--- src/rtl/fsm_step_scheduler.sv ---
`default_nettype none
// +--------------------------------------------------------------------------+
// | Module   : fsm_step_scheduler                                            |
// | Purpose  : Round-robin time-multiplexing of one 3-bit step unit over     |
// |            NUM_CH channel state registers. Optional: FSM_ILLEGAL_FLAG_EN |
// | Revision : 1.0 - initial release                                         |
// +--------------------------------------------------------------------------+
module fsm_step_scheduler #(
  parameter int NUM_CH = 4,
  parameter int CH_W   = 2
) (
  input  logic                clk,
  input  logic                reset,
  input  logic [NUM_CH-1:0]   req,
  input  logic [NUM_CH-1:0]   x_in,
  input  logic [NUM_CH-1:0]   clr,
  input  logic                load_en,
  input  logic [CH_W-1:0]     load_ch,
  input  logic [2:0]          load_state,
  output logic [NUM_CH-1:0]   grant,
  output logic                valid_out,
  output logic [CH_W-1:0]     ch_out,
  output logic                z_out,
  output logic [2:0]          state_out,
  output logic [3*NUM_CH-1:0] state_flat
`ifdef FSM_ILLEGAL_FLAG_EN
  ,
  output logic                err_out
`endif
);

  localparam logic [2:0] c_ST_000 = 3'b000;
  localparam logic [2:0] c_ST_001 = 3'b001;
  localparam logic [2:0] c_ST_010 = 3'b010;
  localparam logic [2:0] c_ST_011 = 3'b011;
  localparam logic [2:0] c_ST_100 = 3'b100;

  function automatic logic [2:0] f_next(input logic [2:0] y, input logic x);
    case (y)
      c_ST_000: f_next = x ? c_ST_001 : c_ST_000;
      c_ST_001: f_next = x ? c_ST_100 : c_ST_001;
      c_ST_010: f_next = x ? c_ST_001 : c_ST_010;
      c_ST_011: f_next = x ? c_ST_010 : c_ST_001;
      c_ST_100: f_next = x ? c_ST_100 : c_ST_011;
      default:  f_next = c_ST_000;
    endcase
  endfunction

  function automatic logic f_z(input logic [2:0] y);
    f_z = (y == c_ST_011) || (y == c_ST_100);
  endfunction

  logic [2:0]        r_state [NUM_CH];
  logic [CH_W-1:0]   r_ptr;
  logic              r_valid;
  logic [CH_W-1:0]   r_ch;
  logic              r_z;
  logic [2:0]        r_st;
  logic              r_err;

  logic [2:0]        w_state_nxt [NUM_CH];
  logic [CH_W-1:0]   w_ptr_nxt;
  logic              w_valid_nxt;
  logic [CH_W-1:0]   w_ch_nxt;
  logic              w_z_nxt;
  logic [2:0]        w_st_nxt;
  logic              w_err_nxt;

  logic [NUM_CH-1:0] w_elig;
  logic [NUM_CH-1:0] w_gnt_oh;
  logic              w_gnt_any;
  logic [CH_W-1:0]   w_gnt_idx;
  logic [CH_W-1:0]   w_cand;
  logic [2:0]        w_old;
  logic              w_x;
  logic [2:0]        w_new;

  // A channel being loaded or cleared this cycle must not also be stepped.
  for (genvar i = 0; i < NUM_CH; i++) begin : g_elig
    assign w_elig[i] = req[i] & ~clr[i] & ~(load_en & (load_ch == CH_W'(i)));
    assign state_flat[3*i +: 3] = r_state[i];
  end

  always_comb begin
    w_gnt_any = 1'b0;
    w_gnt_idx = '0;
    w_cand    = '0;
    for (int k = 1; k <= NUM_CH; k++) begin
      w_cand = CH_W'((int'(r_ptr) + k) % NUM_CH);
      if (!w_gnt_any && w_elig[w_cand]) begin
        w_gnt_any = 1'b1;
        w_gnt_idx = w_cand;
      end
    end
    w_gnt_oh = w_gnt_any ? (NUM_CH'(1) << w_gnt_idx) : '0;
  end

  always_comb begin
    w_old = c_ST_000;
    w_x   = 1'b0;
    for (int i = 0; i < NUM_CH; i++) begin
      if (w_gnt_oh[i]) begin
        w_old = r_state[i];
        w_x   = x_in[i];
      end
    end
    w_new = f_next(w_old, w_x);
  end

  // Next-state: per-channel priority is load > clr > step.
  always_comb begin
    for (int i = 0; i < NUM_CH; i++) begin
      w_state_nxt[i] = r_state[i];
      if (load_en && (load_ch == CH_W'(i)))
        w_state_nxt[i] = load_state;
      else if (clr[i])
        w_state_nxt[i] = c_ST_000;
      else if (w_gnt_oh[i])
        w_state_nxt[i] = w_new;
    end
    w_ptr_nxt   = w_gnt_any ? w_gnt_idx : r_ptr;
    w_valid_nxt = w_gnt_any;
    w_ch_nxt    = w_gnt_any ? w_gnt_idx : r_ch;
    w_z_nxt     = w_gnt_any ? f_z(w_old) : r_z;
    w_st_nxt    = w_gnt_any ? w_new : r_st;
    w_err_nxt   = w_gnt_any && (w_old > c_ST_100);
  end

  always_ff @(posedge clk) begin
    if (reset) begin
      for (int i = 0; i < NUM_CH; i++) r_state[i] <= c_ST_000;
      r_ptr   <= CH_W'(NUM_CH - 1);
      r_valid <= 1'b0;
      r_ch    <= '0;
      r_z     <= 1'b0;
      r_st    <= c_ST_000;
      r_err   <= 1'b0;
    end else begin
      for (int i = 0; i < NUM_CH; i++) r_state[i] <= w_state_nxt[i];
      r_ptr   <= w_ptr_nxt;
      r_valid <= w_valid_nxt;
      r_ch    <= w_ch_nxt;
      r_z     <= w_z_nxt;
      r_st    <= w_st_nxt;
      r_err   <= w_err_nxt;
    end
  end

  always_comb begin
    grant     = reset ? '0 : w_gnt_oh;
    valid_out = r_valid;
    ch_out    = r_ch;
    z_out     = r_z;
    state_out = r_st;
  end

`ifdef FSM_ILLEGAL_FLAG_EN
  assign err_out = r_err;
`else
  logic w_err_unused;
  assign w_err_unused = r_err;
`endif

endmodule
`default_nettype wire

--- config.mk ---
export PLATFORM = sky130hd
export DESIGN_NAME = fsm_step_scheduler
export DESIGN_NICKNAME = d
export VERILOG_FILES = /design/src/rtl/fsm_step_scheduler.sv
export SDC_FILE = /design/constraint.sdc
export NUM_CORES = 1
export LEC_CHECK = 0
export CAP_MARGIN = 20
export CORE_ASPECT_RATIO = 0.75
export CORE_UTILIZATION = 49
export CTS_CLUSTER_SIZE = 24
export DETAILED_ROUTE_END_ITERATION = 10
export PLACE_DENSITY = 0.88
export SLEW_MARGIN = 15
export SYNTH_ARGS = -nofsm -noshare
export SYNTH_HDL_FRONTEND = slang
export SYNTH_SLANG_ARGS = --single-unit
--- constraint.sdc ---
create_clock -name clk -period 6.3 [get_ports clk]
set_input_delay 0.945 -clock clk [delete_from_list [all_inputs] [get_ports clk]]
set_output_delay 0.945 -clock clk [all_outputs]
set_load 0.02 [all_outputs]
* Word level (Yosys, flattened, before mapping) *
Memories as Yosys holds them, arrays and structs flattened.
Index checks and enable logic that the tools add are counted.

operators by class
  $add $sub $neg = 4
  multipliers = 0
  div/mod/pow operators = 0
  order comparisons = 4
  eq/ne operators = 7
  shift operators = 1
  multiplexer cells = 51
  bitwise gates (word level) = 24
  reductions and logical operators = 13

operators with widths
  operator                                                              count
  3-bit 2-to-1 mux                                                      22
  1-bit 2-to-1 mux                                                      16
  3-bit case mux with 5 select lines                                    1
  1-bit AND                                                             12
  2-bit by 3-bit < comparator with 1-bit output, second input constant  4
  2-bit 2-to-1 mux                                                      6
  1-bit binary-select mux with 2-bit select                             4
  4-bit 2-to-1 mux                                                      2
  1-bit NOT                                                             8
  1-bit logical AND                                                     7
  3-bit by 2-bit == test with 1-bit output, second input constant       2
  2-bit by 1-bit adder with 2-bit output, second input constant         2
  2-bit adder, second input constant                                    2
  2-bit == test, second input constant                                  2
  1-bit bitwise OR                                                      4
  1-bit by 2-bit << shifter with 4-bit output, first input constant     1
  3-bit by 1-bit == test with 1-bit output, second input constant       1
  3-bit == test, second input constant                                  1
  1-bit logical NOT                                                     3
  3-bit logical NOT                                                     1
  2-bit by 1-bit == test with 1-bit output, second input constant       1
  2-bit logical NOT                                                     1
  1-bit logical OR                                                      1

word-level totals
  register bits = 9
  latch bits = 0
  memory bits (writable) = 12
  bits in read-only memories = 0
  input port bits = 20
  output and inout bits = 23
  logic and storage cells = 110
  memories kept = 1

memory list
  name     words  bits a word  rd ports  clocked after memory_dff  write ports  line  RTL
  r_state  4      3            4         0                         4            53    logic [2:0] r_state [NUM_CH];

* Logic depth before layout (Yosys ltp) *
Gate-level depths: netlist of run 1.

  depth after elaboration = 28
  mapped depth = 10
  mapped depth without buffers = 8

* Worst setup path before layout of run 1 *
No wires, ideal clock.

  path type = input to output
  start point = input port load_en
  end point = output port grant[2]
  arrival = 2595 ps
  required time = 5355 ps
  path slack = 2760 ps
  cell stages on the path = 6
  path buffers = 2
  cell sequence = and3_1 > buf_6 > o31a_1 > a221o_1 > buf_2 > nor3_1

on the way
  word-level cells in the longest chain between the ends = 18
  elaborated cells between the ends (all ways) = 37
  classes of those cells = shift: 1; mux: 18; bitwise: 12; reduce/logical: 6

ends and longest elaborated chain
  what                                         line  RTL
  start: declaration                           17    input logic load_en,
  1-bit AND                                    80    assign w_elig[i] = req[i] & ~clr[i] & ~(load_en & (load_ch == CH_W'(i)));
  1-bit NOT                                    80
  1-bit AND                                    80
  1-bit binary-select mux with 2-bit select    90    if (!w_gnt_any && w_elig[w_cand]) begin
  1-bit 2-to-1 mux (implied by the code)       90
  1-bit 2-to-1 mux                             90
  1-bit logical NOT                            90
  1-bit logical AND                            90
  (+2 left out)                                n/a
  1-bit logical AND                            90
  1-bit 2-to-1 mux                             90
  1-bit logical NOT                            90
  1-bit logical AND                            90
  2-bit 2-to-1 mux                             90
  1-bit by 2-bit << shifter with 4-bit output  95    w_gnt_oh = w_gnt_any ? (NUM_CH'(1) << w_gnt_idx) : '0;
  4-bit 2-to-1 mux *                           95
  4-bit 2-to-1 mux *                           150   grant = reset ? '0 : w_gnt_oh;
  end: declaration                             20    output logic [NUM_CH-1:0] grant,

Every way passes the cells marked *; elsewhere a longest branch is shown, timed or not. The select of a mux whose other input is x is not followed.

* Final worst setup path of run 1 *
  start point = input port load_ch[1]
  end point = output port grant[1]

on the way
  word-level cells in the longest chain between the ends = 19
  elaborated cells between the ends (all ways) = 41
  classes of those cells = eq/ne: 3; shift: 1; mux: 18; bitwise: 12; reduce/logical: 7

ends and longest elaborated chain
  what                                                              line  RTL
  start: declaration                                                18    input logic [CH_W-1:0] load_ch,
  2-bit by 1-bit == test with 1-bit output (tied with other cells)  80
  1-bit AND                                                         80
  1-bit NOT                                                         80
  1-bit AND                                                         80
  1-bit binary-select mux with 2-bit select                         90
  1-bit 2-to-1 mux (implied by the code)                            90
  1-bit 2-to-1 mux                                                  90
  1-bit logical NOT                                                 90
  (+3 left out)                                                     n/a
  1-bit logical AND                                                 90
  1-bit 2-to-1 mux                                                  90
  1-bit logical NOT                                                 90
  1-bit logical AND                                                 90
  2-bit 2-to-1 mux                                                  90
  1-bit by 2-bit << shifter with 4-bit output                       95
  4-bit 2-to-1 mux *                                                95
  4-bit 2-to-1 mux *                                                150

Marks and branches as above.

==> results of run 1 <==
tightest hold or removal path: cells and delay by family, from the launching register on:
kind	cells	cell delay [ns]
and+or+nand+nor	1	0.05
DFF	1	0.33
AOI/OAI and AO/OA	1	0.05
state kept, by name (all words and copies together), names as in the netlist:
signal     cells
ch_out         2
r_ptr          2
valid_out      1
state_out      3
r_state       12
z_out          1
cell usage after synthesis, types with 2 or more instances:
library cell / n / area share (%)
nor2_1: 25 / 7.0
dfxtp_1: 21 / 31
a21oi_1: 20 / 7.5
nand2_1: 19 / 5.3
o21ai_0: 10 / 3.7
a31oi_1: 7 / 3.3
inv_1: 6 / 1.7
mux2i_1: 6 / 4.5
nor3_1: 6 / 2.2
a211o_1: 4 / 2.6
nand2b_1: 4 / 1.9
buf_2: 3 / 1.1
clkbuf_1: 3 / 0.84
nand3_1: 3 / 1.1
o22a_1: 3 / 2.0
o31a_1: 3 / 2.0
o22ai_1: 2 / 0.93
metrics by stage:
stage          instances  area (sq um)
2_1_floorplan        175          1340
3_3_place_gp         247          1780
3_5_place_dp         247          1780
4_1_cts              251          1800
5_1_grt              251          1800
6_report             251          1800
power groups by stage:
stage	Clock (W)	Sequential [W]	Combinational [W]
CTS	0.0000686	0.000154	0.000152
finish	0.0000658	0.000154	0.000155
detailed placement	0	0.000156	0.000151
floorplan	0	0.000168	0.0000824
global route	0.0000725	0.000155	0.000167
global placement	0	0.000156	0.000146
worst max-delay path by stage:
stage               slack, ns       end  depth (start not counted)       start
floorplan                2.76  grant[2]                          6     load_en
global placement         1.89  grant[2]                          6     load_en
detailed placement       1.78  grant[1]                          7  load_ch[1]
CTS                      1.77  grant[1]                          7  load_ch[1]
global route             1.57  grant[1]                          7     load_en
finish                   1.73  grant[1]                          7  load_ch[1]
metal layers:
layer	vias up	wire, um
met1	718	1680
met5	-	0
li1	734	-
met4	0	20
met2	89	1880
met3	4	383
cell families (layout without fill, tap and decap cells):
| kind of cell | Yosys count | after routing | share of synthesized area [%] |
|---|---|---|---|
| multiplexers | 6 | 6 | 4.48 |
| AO/OA/AOI/OAI | 65 | 65 | 34.1 |
| flip-flops | 21 | 21 | 31.4 |
| AND/OR/NAND/NOR | 70 | 70 | 25.6 |
| buffers and inverters | 13 | 53 | 4.48 |
final cells by class:
type | instances | share of cell area [%]
Clock buffer | 4 | 1.46
Inverter | 6 | 1.25
Multi-Input combinational cell | 141 | 47.7
Sequential cell | 21 | 23.3
Tap cell | 36 | 2.50
Timing Repair Buffer | 43 | 23.7
==> run_results.csv, run 1 <==
group,metric,value,unit
layout,diodes,0,
run_status,status,"completed",
global_routing,grt_pass1_vias,1428,
yosys,yosys_warnings,0,
layout,n_fill_cell,198,
yosys,avgSynthCellArea,7.66,sq um
power,swShare,37.0,%
sta,worst_pin_slew,0.858,ns
worst_setup_path,endpoint_kind,"output port",
floorplanning,core-area,2600,sq um
placement,port_buffers,42,
yosys,syn_area,1340,sq um
drt,wl_per_cell,15.8,um
power,pwr-share-clk,17.6,%
clocking,cts_resized,0,
sta,final.setup.tns,0,ns
placement,dpl_worst_slack,1.78,ns
yosys,async_flop_share,0,%
sta,timing.final.crit_share,72.5,%
yosys,syn_nets,195,
clocking,clk_pin_slew,0.12,ns
clocking,cts_max_path_buffers,2,
worst_setup_path,path_cells,"clkdlybuf4s50_1 > and3_1 > nor2_1 > a221oi_1 > o22a_1 > nor3_1 > clkdlybuf4s50_1",
sta,holdWs,0.472,ns
drt,vias,1545,
layout,final_common_cell,"clkdlybuf4s50_1",
sta,slew_headroom,42.4,%
worst_setup_path,critPathSlowestCell,"clkdlybuf4s50_1",
power,power,0.000374,W
worst_setup_path,reg2reg_depth,7,
global_routing,gr-usage-met3,6.55,%
clocking,cts_buffers,3,
layout,regArea,420,sq um
sta,finalSetupViolations,0,
min_path,worstHoldStart,"z_out",
global_routing,use_met2,52.3,%
drt,drt_iter0_markers,153,
worst_setup_path,crit_family,"buffers and inverters",
min_path,min_path_cells,2,
drt,wl,3960,um
clocking,cts.sinks,21,
power,ir_worst_vdd,0.149,mV
worst_setup_path,rr_startpoint,"r_ptr[0]",
worst_setup_path,critical_path_buf_inv_count,2,
clocking,clk_latency,0.30,ns
flow_run,drv_cap,0,
yosys,synth-main-ff-cell,"dfxtp_1",
placement,gp_congestion,0.957,
clocking,htreeDepth,1,
power,p_int,0.000236,W
worst_setup_path,start_kind,"input pin",
clocking,cts_tree,"done",
power,seqPwrFrac,41.1,%
clocking,clockRootBuffer,"clkbuf_4",
layout,final_cell_mix,"clkdlybuf4s50_1 (42), nor2_1 (25), dfxtp_1 (21)",
layout,nets,236,
worst_setup_path,cp.arrival,3.63,ns
layout,final_util,69.2,%
sta,slew_viol_final,0,
drt,ant_nets,0,
worst_setup_path,worst-r2r-setup-slack,3.34,ns
worst_setup_path,critPathKind,"in -> out",
floorplanning,fp-row-count,16,
yosys,ys_ff_latch,21,
yosys,synth_edf_count,0,
layout,layout-drive-gt1-share,7.44,%
clocking,cts_setup_buffers,0,
power,p_per_area,208,nW/um^2
floorplanning,dieWidth,62.4,um
global_routing,grt_max_degree,26,
yosys,synth_cell_types,47,
drt,drc_errors,0,
power,netSwitchingPower,0.000139,W
global_routing,top_usage_layer,"met2",
global_routing,grt_pass1_wl,6430,um
drt,drtPass1Iterations,4,
placement,dp_hpwl,2990,um
sta,period_needed,4.57,ns
worst_setup_path,crit_path_frequent_cell,"clkdlybuf4s50_1",
worst_setup_path,worstPathRequired,5.35,ns
clocking,ctsHoldBuffers,0,
power,p_leak,0.667,nW
floorplanning,die_area,2950,sq um
worst_setup_path,r2r_end,"r_state[3][0]",
sta,skew,0.00264,ns
power,combPwrFrac,41.3,%
layout,area_growth,34.5,%
layout,multi_input_area,860,sq um
drt,via_per_inst,6.16,
worst_setup_path,max_stage_delay,0.60,ns
min_path,hold_class,"reg -> reg",
global_routing,use_met1,35.2,%
sta,rsz0062_at_grt,"no",
worst_setup_path,worstPathMaxFanout,14,
floorplanning,fp.dieH,47.3,um
yosys,synth-seq-area-share,31.4,%
yosys,synth_cells,175,
sta,setup_slack,1.73,ns
sta,fmax,0.219,GHz
global_routing,grt_util_all_layers,28.4,%
global_routing,gr-total-overflow,0,
floorplanning,start_util,51.5,%
min_path,hold_end,"z_out",
global_routing,antenna_found_initial,0,
floorplanning,io_pins,43,
sta,finalHoldViolCount,0,
(Power assumes the default switching activity.)
==> run 2: changes to the inputs <==
- CORE_UTILIZATION: 49 -> 46
- PLACE_DENSITY: 0.88 -> 0.84
- clock period: 6.3 -> 4.49 ns (I/O delays scaled with it)
==> run_results.csv, run 2 (synthesized netlist as in run 1, its figures left out) <==
group,metric,value,unit
sta,period_needed,4.07,ns
layout,area_growth,35.9,%
clocking,htreeDepth,1,
layout,final_cell_area,1820,sq um
worst_setup_path,crit_family,"buffers and inverters",
floorplanning,dieWidth,64.3,um
sta,worst_pin_slew,0.983,ns
floorplanning,die_area,3140,sq um
run_status,status,"completed",
worst_setup_path,worstPathMaxFanout,10,
min_path,hold_class,"reg -> reg",
sta,slew_headroom,34.0,%
global_routing,gr-total-overflow,0,
layout,final_common_cell,"clkdlybuf4s50_1",
layout,largest_reg_flops,12,
sta,finalHoldViolCount,0,
worst_setup_path,start_kind,"input pin",
sta,finalSetupViolations,0,
worst_setup_path,critPathSlowestCell,"clkdlybuf4s50_1",
clocking,ctsHoldBuffers,0,
drt,wl,4050,um
placement,dp.cells,247,
layout,diodes,0,
layout,final_util,67.9,%
sta,timing.final.crit_share,90.6,%
global_routing,grt_util_all_layers,27.9,%
layout,registers.top_by_ff_count,"r_state",
flow_run,drv_cap,0,
layout,final_cell_mix,"clkdlybuf4s50_1 (42), nor2_1 (25), dfxtp_1 (21)",
floorplanning,core-area,2680,sq um
sta,fmax,0.246,GHz
worst_setup_path,endpoint_kind,"output port",
placement,dp_hpwl,3050,um
clocking,clk_pin_slew,0.08,ns
global_routing,grt_pass1_vias,1409,
sta,holdWs,0.461,ns
sta,rsz0062_at_grt,"no",
layout,nets,236,
drt,drtPass1Iterations,5,
drt,ant_nets,0,
layout,layout-drive-gt1-share,7.44,%
floorplanning,fp.dieH,48.7,um
floorplanning,io_pins,43,
drt,wl_per_cell,16.1,um
worst_setup_path,cp.arrival,3.40,ns
drt,via_per_inst,6.22,
global_routing,grt_max_degree,26,
layout,instances_no_fill,251,
clocking,cts_resized,0,
drt,vias,1561,
drt,drt_iter0_markers,107,
clocking,cts_setup_buffers,0,
sta,skew,0.00392,ns
placement,placed_area,1780,sq um
placement,gp_congestion,0.901,
clocking,cts_max_path_buffers,2,
floorplanning,fp-row-count,16,
drt,drc_errors,0,
sta,final.setup.tns,0,ns
placement,port_buffers,42,
power,p_per_area,306,nW/um^2
clocking,clk_latency,0.26,ns
worst_setup_path,crit_path_frequent_cell,"clkdlybuf4s50_1",
worst_setup_path,critical_path_buf_inv_count,2,
global_routing,grt_pass1_wl,6830,um
power,p_leak,0.675,nW
clocking,cts.sinks,21,
clocking,cts_tree,"done",
clocking,clockRootBuffer,"clkbuf_8",
clocking,cts_buffers,3,
worst_setup_path,path_cells,"clkdlybuf4s50_1 > and3_1 > nor2_1 > a221oi_1 > o21ai_1 > nor3_1 > clkdlybuf4s50_1",
global_routing,antenna_found_initial,0,
worst_setup_path,max_stage_delay,0.63,ns
power,ir_worst_vdd,0.180,mV
sta,slew_viol_final,0,
worst_setup_path,worstPathRequired,3.82,ns
worst_setup_path,critPathKind,"in -> out",
floorplanning,start_util,50.0,%
==> run 2: cell counts in the layout (fill, tap and decap cells not counted) <==
Identical to the previous run, type by type.
==> run 2: per-stage QoR <==
step,worst slack (ns),power [W]
finish,0.421,0.000558
global route,0.241,0.000587
CTS,0.477,0.000558
detailed placement,0.341,0.000432
global placement,0.494,0.000426
floorplan,1.38,0.000351
==> run 2: area by class of cell <==
type / instances / area [sq um]
fillers: 243 / 862
repair buffers: 43 / 428
multi-input cells: 141 / 860
clock buffers: 4 / 45.0
flip-flops and latches: 21 / 420
inverters: 6 / 22.5
well taps: 36 / 45.0
==> run 2: worst paths after layout <==
| check | startpoint | end | slack (ns) | cells after the start |
|---|---|---|---|---|
| setup / recovery | load_ch[1] | grant[2] | 0.42 | 7 |
| hold / removal | z_out | z_out | 0.46 | 2 |
| setup reg to reg | r_ptr[0] | r_state[3][0] | 1.48 | 7 |
| hold reg to reg | z_out | z_out | 0.46 | 2 |
==> run 2: where the power goes <==
group          internal, W  switching [W]  leakage (nW)
Sequential        0.000203      0.0000130         0.173
Combinational    0.0000926       0.000123         0.480
Clock            0.0000633      0.0000618        0.0228
==> run 2: metal layers <==
layer  GRT usage (%)  up-vias  part of all wire, %
li1                -      731                    -
met1            36.8      735                   41
met2            46.7       85                   49
met3            5.66       10                  9.0
met4            6.67        0                  1.2
met5               0        -                    0
==> run 2: worst register-to-register path: cells and delay by family (launching register included) <==
| family | cells | cell delay [ns] |
|---|---|---|
| AND/OR/NAND/NOR | 1 | 0.27 |
| multiplexers | 1 | 0.42 |
| AO/OA/AOI/OAI | 5 | 1.88 |
| flip-flops | 1 | 0.35 |
==> run 3: changes to the inputs <==
- SLEW_MARGIN: 15 -> unset
==> results of run 3 <==
The final DEF is identical to that of run 2; final timing and power are the same.
